`src/rtl/dmem_bridge_pkg.sv`:
```
// -----------------------------------------------------------------------------
// dmem_bridge_pkg
// Shared definitions for the data-memory bus bridge:
//   - state_e        : bridge FSM state encoding (IDLE / REQ / DONE)
//   - MISALIGN_MASK  : byte-offset bits that must be zero for a word access
//   - clog2()        : ceiling log2 for elaboration-time sizing
//   - ctr_width()    : width of the timeout counter for a given TIMEOUT
// -----------------------------------------------------------------------------
package dmem_bridge_pkg;

  typedef enum logic [1:0] {
    IDLE = 2'd0,
    REQ  = 2'd1,
    DONE = 2'd2
  } state_e;

  // Any set bit under this mask means the access is not word aligned.
  localparam logic [1:0] MISALIGN_MASK = 2'b11;

  function automatic int clog2(input int value);
    int r;
    int v;
    r = 0;
    v = value - 1;
    while (v > 0) begin
      r = r + 1;
      v = v >> 1;
    end
    return r;
  endfunction

  // The counter must be able to represent 0..TIMEOUT.
  function automatic int ctr_width(input int timeout);
    return clog2(timeout + 1);
  endfunction

endpackage

```
`src/rtl/dmem_bus_bridge_timeout_ctr.sv`:
```
// -----------------------------------------------------------------------------
// dmem_timeout_ctr
// Load / clear / increment counter measuring how long the bridge has been
// waiting for a bus acknowledge. o_tc flags the last permitted wait cycle.
//
// Ports:
//   clk         in   system clock, rising edge
//   rst_n       in   asynchronous active-low reset
//   i_clr       in   clear counter to zero (highest priority)
//   i_load      in   load i_load_val
//   i_load_val  in   value to load
//   i_inc       in   increment by one
//   o_tc        out  counter == TIMEOUT-1
// -----------------------------------------------------------------------------
module dmem_timeout_ctr #(
  parameter int TIMEOUT = 16,
  parameter int CNT_W   = 5
) (
  input  logic             clk,
  input  logic             rst_n,
  input  logic             i_clr,
  input  logic             i_load,
  input  logic [CNT_W-1:0] i_load_val,
  input  logic             i_inc,
  output logic             o_tc
);

  localparam logic [CNT_W-1:0] TC_VAL = CNT_W'(TIMEOUT - 1);

  logic [CNT_W-1:0] r_cnt;

  always_ff @(posedge clk or negedge rst_n) begin
    if (!rst_n) begin
      r_cnt <= '0;
    end else if (i_clr) begin
      r_cnt <= '0;
    end else if (i_load) begin
      r_cnt <= i_load_val;
    end else if (i_inc) begin
      r_cnt <= r_cnt + 1'b1;
    end
  end

  assign o_tc = (r_cnt == TC_VAL);

endmodule

```
`src/rtl/dmem_bus_bridge.sv`:
```
// -----------------------------------------------------------------------------
// dmem_bus_bridge
// Turns the single-cycle core's load/store port into a request/acknowledge
// transaction on a wait-stated data bus, stalling the core until the bus
// completes, the access times out, or it is rejected as misaligned.
//
// Ports:
//   clk, rst_n        clock (rising edge) and asynchronous active-low reset
//   core_rd/core_wr   load / store request from the current instruction
//   core_addr         byte address (ALU result)
//   core_wdata        store data
//   core_rdata        held load data to the writeback mux
//   core_stall        core must hold PC/inputs and suppress RegWrite
//   core_err          sticky error (timeout, misaligned, slave error)
//   err_clr           clears core_err (a simultaneous new error wins)
//   bus_req/bus_we    transaction valid / write strobe
//   bus_addr          word-aligned address
//   bus_wdata         write data
//   bus_ack           one-cycle completion pulse
//   bus_rdata/bus_err read data and slave error, valid with bus_ack
// -----------------------------------------------------------------------------
module dmem_bus_bridge
  import dmem_bridge_pkg::*;
#(
  parameter int ADDR_W  = 32,
  parameter int DATA_W  = 32,  // only 32 is supported
  parameter int TIMEOUT = 16   // legal range 1..255
) (
  input  logic              clk,
  input  logic              rst_n,
  input  logic              core_rd,
  input  logic              core_wr,
  input  logic [ADDR_W-1:0] core_addr,
  input  logic [DATA_W-1:0] core_wdata,
  output logic [DATA_W-1:0] core_rdata,
  output logic              core_stall,
  output logic              core_err,
  input  logic              err_clr,
  output logic              bus_req,
  output logic              bus_we,
  output logic [ADDR_W-1:0] bus_addr,
  output logic [DATA_W-1:0] bus_wdata,
  input  logic              bus_ack,
  input  logic [DATA_W-1:0] bus_rdata,
  input  logic              bus_err
);

  localparam int CNT_W = ctr_width(TIMEOUT);

  state_e            r_state;
  state_e            w_next;

  logic              r_bus_req;
  logic              r_bus_we;
  logic [ADDR_W-1:0] r_bus_addr;
  logic [DATA_W-1:0] r_bus_wdata;
  logic [DATA_W-1:0] r_core_rdata;
  logic              r_core_err;

  logic              w_access;
  logic              w_misaligned;
  logic              w_start;
  logic              w_mis_hit;
  logic              w_ack_hit;
  logic              w_timeout;
  logic              w_err_set;
  logic              w_tc;

  assign w_access     = core_rd | core_wr;
  assign w_misaligned = (core_addr[1:0] & MISALIGN_MASK) != 2'b00;

  // State register
  always_ff @(posedge clk or negedge rst_n) begin
    if (!rst_n) begin
      r_state <= IDLE;
    end else begin
      r_state <= w_next;
    end
  end

  // Next-state and event decode
  always_comb begin
    w_next    = r_state;
    w_start   = 1'b0;
    w_mis_hit = 1'b0;
    w_ack_hit = 1'b0;
    w_timeout = 1'b0;
    case (r_state)
      IDLE: begin
        if (w_access) begin
          if (w_misaligned) begin
            w_mis_hit = 1'b1;
            w_next    = DONE;
          end else begin
            w_start = 1'b1;
            w_next  = REQ;
          end
        end
      end
      REQ: begin
        // An ack on the terminal-count cycle still completes normally.
        if (bus_ack) begin
          w_ack_hit = 1'b1;
          w_next    = DONE;
        end else if (w_tc) begin
          w_timeout = 1'b1;
          w_next    = DONE;
        end
      end
      DONE: begin
        w_next = IDLE;
      end
      default: begin
        w_next = IDLE;
      end
    endcase
  end

  assign w_err_set = w_mis_hit | w_timeout | (w_ack_hit & bus_err);

  dmem_timeout_ctr #(
    .TIMEOUT (TIMEOUT),
    .CNT_W   (CNT_W)
  ) u_timeout_ctr (
    .clk        (clk),
    .rst_n      (rst_n),
    .i_clr      (r_state == DONE),
    .i_load     (w_start),
    .i_load_val ({CNT_W{1'b0}}),
    .i_inc      (r_state == REQ),
    .o_tc       (w_tc)
  );

  // Bus request, latched transaction and core-facing results
  always_ff @(posedge clk or negedge rst_n) begin
    if (!rst_n) begin
      r_bus_req    <= 1'b0;
      r_bus_we     <= 1'b0;
      r_bus_addr   <= '0;
      r_bus_wdata  <= '0;
      r_core_rdata <= '0;
      r_core_err   <= 1'b0;
    end else begin
      // Latched copies drive the bus so core inputs may wander during REQ.
      if (w_start) begin
        r_bus_req   <= 1'b1;
        r_bus_we    <= core_wr;
        r_bus_addr  <= {core_addr[ADDR_W-1:2], 2'b00};
        r_bus_wdata <= core_wdata;
      end
      if (w_ack_hit | w_timeout) begin
        r_bus_req <= 1'b0;
      end

      // Read data is only replaced by completing reads; writes leave it held.
      if (w_ack_hit & ~r_bus_we) begin
        r_core_rdata <= bus_rdata;
      end else if ((w_timeout & ~r_bus_we) | (w_mis_hit & ~core_wr)) begin
        r_core_rdata <= '0;
      end

      if (w_err_set) begin
        r_core_err <= 1'b1;
      end else if (err_clr) begin
        r_core_err <= 1'b0;
      end
    end
  end

  // Gated by rst_n so the stall drops immediately when reset is asserted.
  assign core_stall = rst_n & (((r_state == IDLE) & w_access) | (r_state == REQ));

  assign core_rdata = r_core_rdata;
  assign core_err   = r_core_err;
  assign bus_req    = r_bus_req;
  assign bus_we     = r_bus_we;
  assign bus_addr   = r_bus_addr;
  assign bus_wdata  = r_bus_wdata;

endmodule

```
`config.mk`:
```
export PLATFORM = sky130hd
export DESIGN_NAME = dmem_bus_bridge
export DESIGN_NICKNAME = d
export VERILOG_FILES = /design/src/rtl/dmem_bridge_pkg.sv /design/src/rtl/dmem_bus_bridge_timeout_ctr.sv /design/src/rtl/dmem_bus_bridge.sv
export SDC_FILE = /design/constraint.sdc
export NUM_CORES = 1
export LEC_CHECK = 0
export BUFFER_PORTS_ARGS = -buffer_cell sky130_fd_sc_hd__buf_2
export CORE_AREA = 2 2 103 105
export DETAILED_ROUTE_END_ITERATION = 16
export DIE_AREA = 0 0 105 107
export PLACE_DENSITY = 0.83
export SLEW_MARGIN = 20
export SYNTH_ARGS = -nofsm -noshare
export SYNTH_HDL_FRONTEND = slang
export SYNTH_SLANG_ARGS = --single-unit
```
`constraint.sdc`:
```
create_clock -name clk -period 1.6 [get_ports clk]
set_input_delay 0.16 -clock clk [delete_from_list [all_inputs] [get_ports clk]]
set_output_delay 0.16 -clock clk [all_outputs]
set_load 0.05 [all_outputs]
```
==> tab_implementation.tex <==
\begin{tabular}{lr}
\hline
Metric & Value \\
\hline
\multicolumn{2}{l}{\textbf{STA}} \\
\quad Max frequency & 596 MHz \\
\quad Min Hold Slack & 0.0123 ns \\
\quad Number of hold violations in the final report & 0 \\
\quad Final critical-path share of the clock period & 105\% \\
\quad Total of endpoints with negative setup slack in the final report & 91 \\
\quad Number of max-slew violations in the final report & 0 \\
\quad RSZ-0062 raised after global routing & yes \\
\quad Final worst path period need & 1.68 ns \\
\quad Setup TNS Final & -3.64 ns \\
\quad Fin worst setup slack & -0.0787 ns \\
\quad Max-Slew Margin vs Limit & 64.5\% \\
\quad Slew @ Worst Pin & 0.533 ns \\
\quad Clock tree skew after final layout & 0.0193 ns \\
\multicolumn{2}{l}{\textbf{Yosys}} \\
\quad Post-synthesis instance area & 4080 sq um \\
\quad Sequential area share after synthesis & 63.8\% \\
\quad Unique cell type count in the Yosys netlist & 32 \\
\quad Average cell area after synthesis & 15.8 sq um \\
\quad Number of synthesized register bits & 104 \\
\quad Yosys warnings & 0 \\
\quad Number of instances in the synthesized netlist & 258 \\
\multicolumn{2}{l}{\textbf{Cells and area}} \\
\quad Most frequent standard cell in the layout excluding fill and tap cells & sky130\_fd\_sc\_hd\_\_buf\_2 \\
\quad Number of fill cells in the layout & 790 \\
\quad Commonest cells after routing, fill and taps aside & sky130\_fd\_sc\_hd\_\_buf\_2, sky130\_fd\_sc\_hd\_\_dfrtp\_1, sky130\_fd\_sc\_hd\_\_a22o\_1, sky130\_fd\_sc\_hd\_\_mux2\_2, sky130\_fd\_sc\_hd\_\_mux2\_4 \\
\quad Post-synthesis to final-layout area growth & 52.5\% \\
\quad Core utilization of the finished layout & 61.7\% \\
\quad Fraction of final layout cells with drive strength greater than 1 & 64.1\% \\
\quad Combined flip-flop and latch cell area & 2610 sq um \\
\quad Combined area of the multi-input logic cells & 1570 sq um \\
\quad Number of nets in the final layout & 616 \\
\quad Number of antenna cells inserted & 0 \\
\multicolumn{2}{l}{\textbf{Global route}} \\
\quad Pin count of the biggest net entering global routing & 105 \\
\quad First-pass GRT wire length & 16900 um \\
\quad Initial antenna violation count & 0 \\
\quad GRT Total Usage & 19.2\% \\
\quad Grt total ovfl & 0 \\
\quad Via count of the first global-routing pass & 3294 \\
\multicolumn{2}{l}{\textbf{CTS}} \\
\quad Root buffer cell & sky130\_fd\_sc\_hd\_\_clkbuf\_8 \\
\quad Total number of H-tree levels & 3 \\
\quad CTS tree & built \\
\quad Longest Clk Path Bufs & 2 \\
\quad Number of buffers created by CTS & 9 \\
\quad Clock edge transition at the registers on the reported setup and hold paths & 0.11 ns \\
\quad Total number of clock tree sinks & 104 \\
\quad Source-to-sink clock delay at the later pin of the worst-skew pair & 0.37 ns \\
\multicolumn{2}{l}{\textbf{Setup path}} \\
\quad Cell type of the slowest stage on the worst timing path & sky130\_fd\_sc\_hd\_\_dfrtp\_2 \\
\quad Data required time of the worst path & 1.86 ns \\
\quad Number of cell instances on the worst register-to-register path & 5 \\
\quad Data arrival time at the worst-slack endpoint & 1.94 ns \\
\quad Startpoint class of the critical path & flop \\
\quad Largest fanout on the critical path & 7 \\
\quad Startpoint-to-endpoint class of the critical path & reg -> reg \\
\quad Element type at the critical path end & flop \\
\quad Biggest cell delay along the critical path & 0.45 ns \\
\quad Cells traversed along the worst timing path & nor4\_4 > o21a\_2 > buf\_12 > clkbuf\_16 > mux2\_4 \\
\multicolumn{2}{l}{\textbf{Route}} \\
\quad 1st-iter DRT viols & 146 \\
\quad Drc violations & 0 \\
\quad DR vias & 3290 \\
\quad Number of nets with antenna violations after routing & 0 \\
\quad Via-per-instance ratio & 5.05 \\
\quad DR WL/cell & 17.9 um \\
\quad Total wirelength of the detailed-routed design & 11700 um \\
\quad First-pass iteration count of the detailed router & 4 \\
\multicolumn{2}{l}{\textbf{Worst hold path}} \\
\quad Cell count of the worst hold path & 2 \\
\quad Path category of the worst min-delay check & in -> reg \\
\multicolumn{2}{l}{\textbf{Placed design}} \\
\quad RePlAce Congestion & 0.827 \\
\quad Number of input and output port buffers inserted & 200 \\
\quad Pre-CTS setup slack & -0.143 ns \\
\quad Estimated wirelength of the detail-placed design & 7100 um \\
\multicolumn{2}{l}{\textbf{Floorplan}} \\
\quad Effective utilization at floorplan & 40.4\% \\
\quad Cell Rows & 37 \\
\quad Total I/O pin count & 203 \\
\quad Die H & 107 um \\
\quad Die W & 105 um \\
\quad Core area & 10100 sq um \\
\quad Die ar. & 11200 sq um \\
\multicolumn{2}{l}{\textbf{Status}} \\
\quad Violated checks & setup timing \\
\quad Status & complete, but fails checks \\
\multicolumn{2}{l}{\textbf{Power and ir drop}} \\
\quad PnR Total Power & 10.9 mW \\
\quad Leakage dissipation & 3.17 nW \\
\quad PwrDens & 1750 nW/um\^{}2 \\
\quad Worst vdd rail ir drop & 0.000994 V \\
\multicolumn{2}{l}{\textbf{Run}} \\
\quad Reported max-cap violation count & 0 \\
\hline
\end{tabular}
## worst max-delay path, delay by kind of cell (launching register included)
kind / cells / cell delay (ns)
and+or+nand+nor: 1 / 0.25
DFF: 1 / 0.45
muxes: 1 / 0.30
buffers and inverters: 2 / 0.34
AOI/OAI and AO/OA: 1 / 0.24
## cell type report
cell class | count | share of cell area, %
multi-input cells | 138 | 25.2
repair buffers | 255 | 27.1
well taps | 136 | 2.73
clock buffers | 10 | 2.21
clock inverters | 6 | 0.784
inverters | 3 | 0.181
flip-flops and latches | 104 | 41.9
## cell usage after synthesis
master                     instances  area (sq um)
sky130_fd_sc_hd__dfrtp_1         104          2600
sky130_fd_sc_hd__mux2_2           65           732
sky130_fd_sc_hd__a22o_1           33           289
sky130_fd_sc_hd__buf_6            10           113
sky130_fd_sc_hd__buf_4             4          30.0
sky130_fd_sc_hd__nor2_1            4          15.0
sky130_fd_sc_hd__a32o_1            3          30.0
sky130_fd_sc_hd__buf_2             3          15.0
sky130_fd_sc_hd__inv_1             3          11.3
sky130_fd_sc_hd__nand2_1           3          11.3
sky130_fd_sc_hd__a311o_1           2          20.0
sky130_fd_sc_hd__ha_1              2          25.0
sky130_fd_sc_hd__o21ai_0           2          10.0
sky130_fd_sc_hd__o22ai_1           2          12.5
sky130_fd_sc_hd__a21oi_1           1          5.00
sky130_fd_sc_hd__and3_1            1          6.26
sky130_fd_sc_hd__conb_1            1          3.75
sky130_fd_sc_hd__mux2i_1           1          10.0
sky130_fd_sc_hd__nand2b_4          1          13.8
sky130_fd_sc_hd__nand3_1           1          5.00
sky130_fd_sc_hd__nor3_1            1          5.00
sky130_fd_sc_hd__nor3b_1           1          7.51
sky130_fd_sc_hd__nor3b_2           1          12.5
sky130_fd_sc_hd__nor4_4            1          21.3
sky130_fd_sc_hd__o211a_1           1          10.0
sky130_fd_sc_hd__o21a_1            1          7.51
sky130_fd_sc_hd__o22a_1            1          8.76
sky130_fd_sc_hd__o311a_1           1          10.0
sky130_fd_sc_hd__o31ai_1           1          7.51
sky130_fd_sc_hd__o32a_2            1          11.3
sky130_fd_sc_hd__or4b_1            1          10.0
sky130_fd_sc_hd__xnor2_1           1          8.76
## stage by stage
| stage | cell area [sq um] | instances |
|---|---|---|
| after global placement | 5290 | 595 |
| final | 6220 | 652 |
| after floorplan | 4120 | 259 |
| after detailed placement | 5290 | 595 |
| after global routing | 6220 | 652 |
| after CTS | 5920 | 633 |
## where the power goes
| part | switching [mW] | internal, mW |
|---|---|---|
| Combinational | 3.77 | 1.66 |
| Sequential | 0.469 | 3.43 |
| Clock | 0.938 | 0.632 |
| Total | 5.18 | 5.72 |
## kinds of logic (layout without fill, tap and decap cells)
kind of cell,Yosys count,after routing,synth area share (%)
adder cells (fa/ha/maj),2,2,0.613
other,1,2,0.0919
buffers and inverters,20,274,4.14
AND/OR/NAND/NOR,15,15,2.64
AO/OA/AOI/OAI,49,52,10.3
flip-flops,104,104,63.8
multiplexers,66,66,18.2
XOR/XNOR,1,1,0.215
## timing repair
action / CTS / global route
endpoints found under the setup margin: 87 / 98
cloned: 5 / 4
setup buffers: 5 / 6
hold buffers: 12 / 10
gates resized for setup: 43 / 16
hold endpoints to repair: 115 / 10
pin swaps: 4 / 3
## state kept, by name, summed over array words and instances (netlist names)
register and cells:
bus_addr 30, u_timeout_ctr.r_cnt 5, bus_we 1, core_rdata 32, bus_req 1, bus_wdata 32, core_err 1, r_state 2
## final timing paths
| kind | endpoint | start | slack, ns |
|---|---|---|---|
| setup / recovery | bus_addr[5] | r_state[0] | -0.08 |
| hold / removal | bus_wdata[20] | core_wdata[20] | 0.01 |
| setup reg to reg | bus_addr[5] | r_state[0] | -0.08 |
| hold reg to reg | bus_req | bus_req | 0.50 |
| max in group asynchronous | r_state[0] | rst_n | 0.73 |
| min in group asynchronous | bus_addr[17] | rst_n | 0.45 |
## layer usage
layer	track usage, %	routed length (um)	up-vias
met2	32.0	5860	142
met1	24.3	4830	1668
met5	0	0	-
met3	5.84	877	14
met4	5.90	119	0
li1	-	-	1466
(Power assumes the default switching activity.)
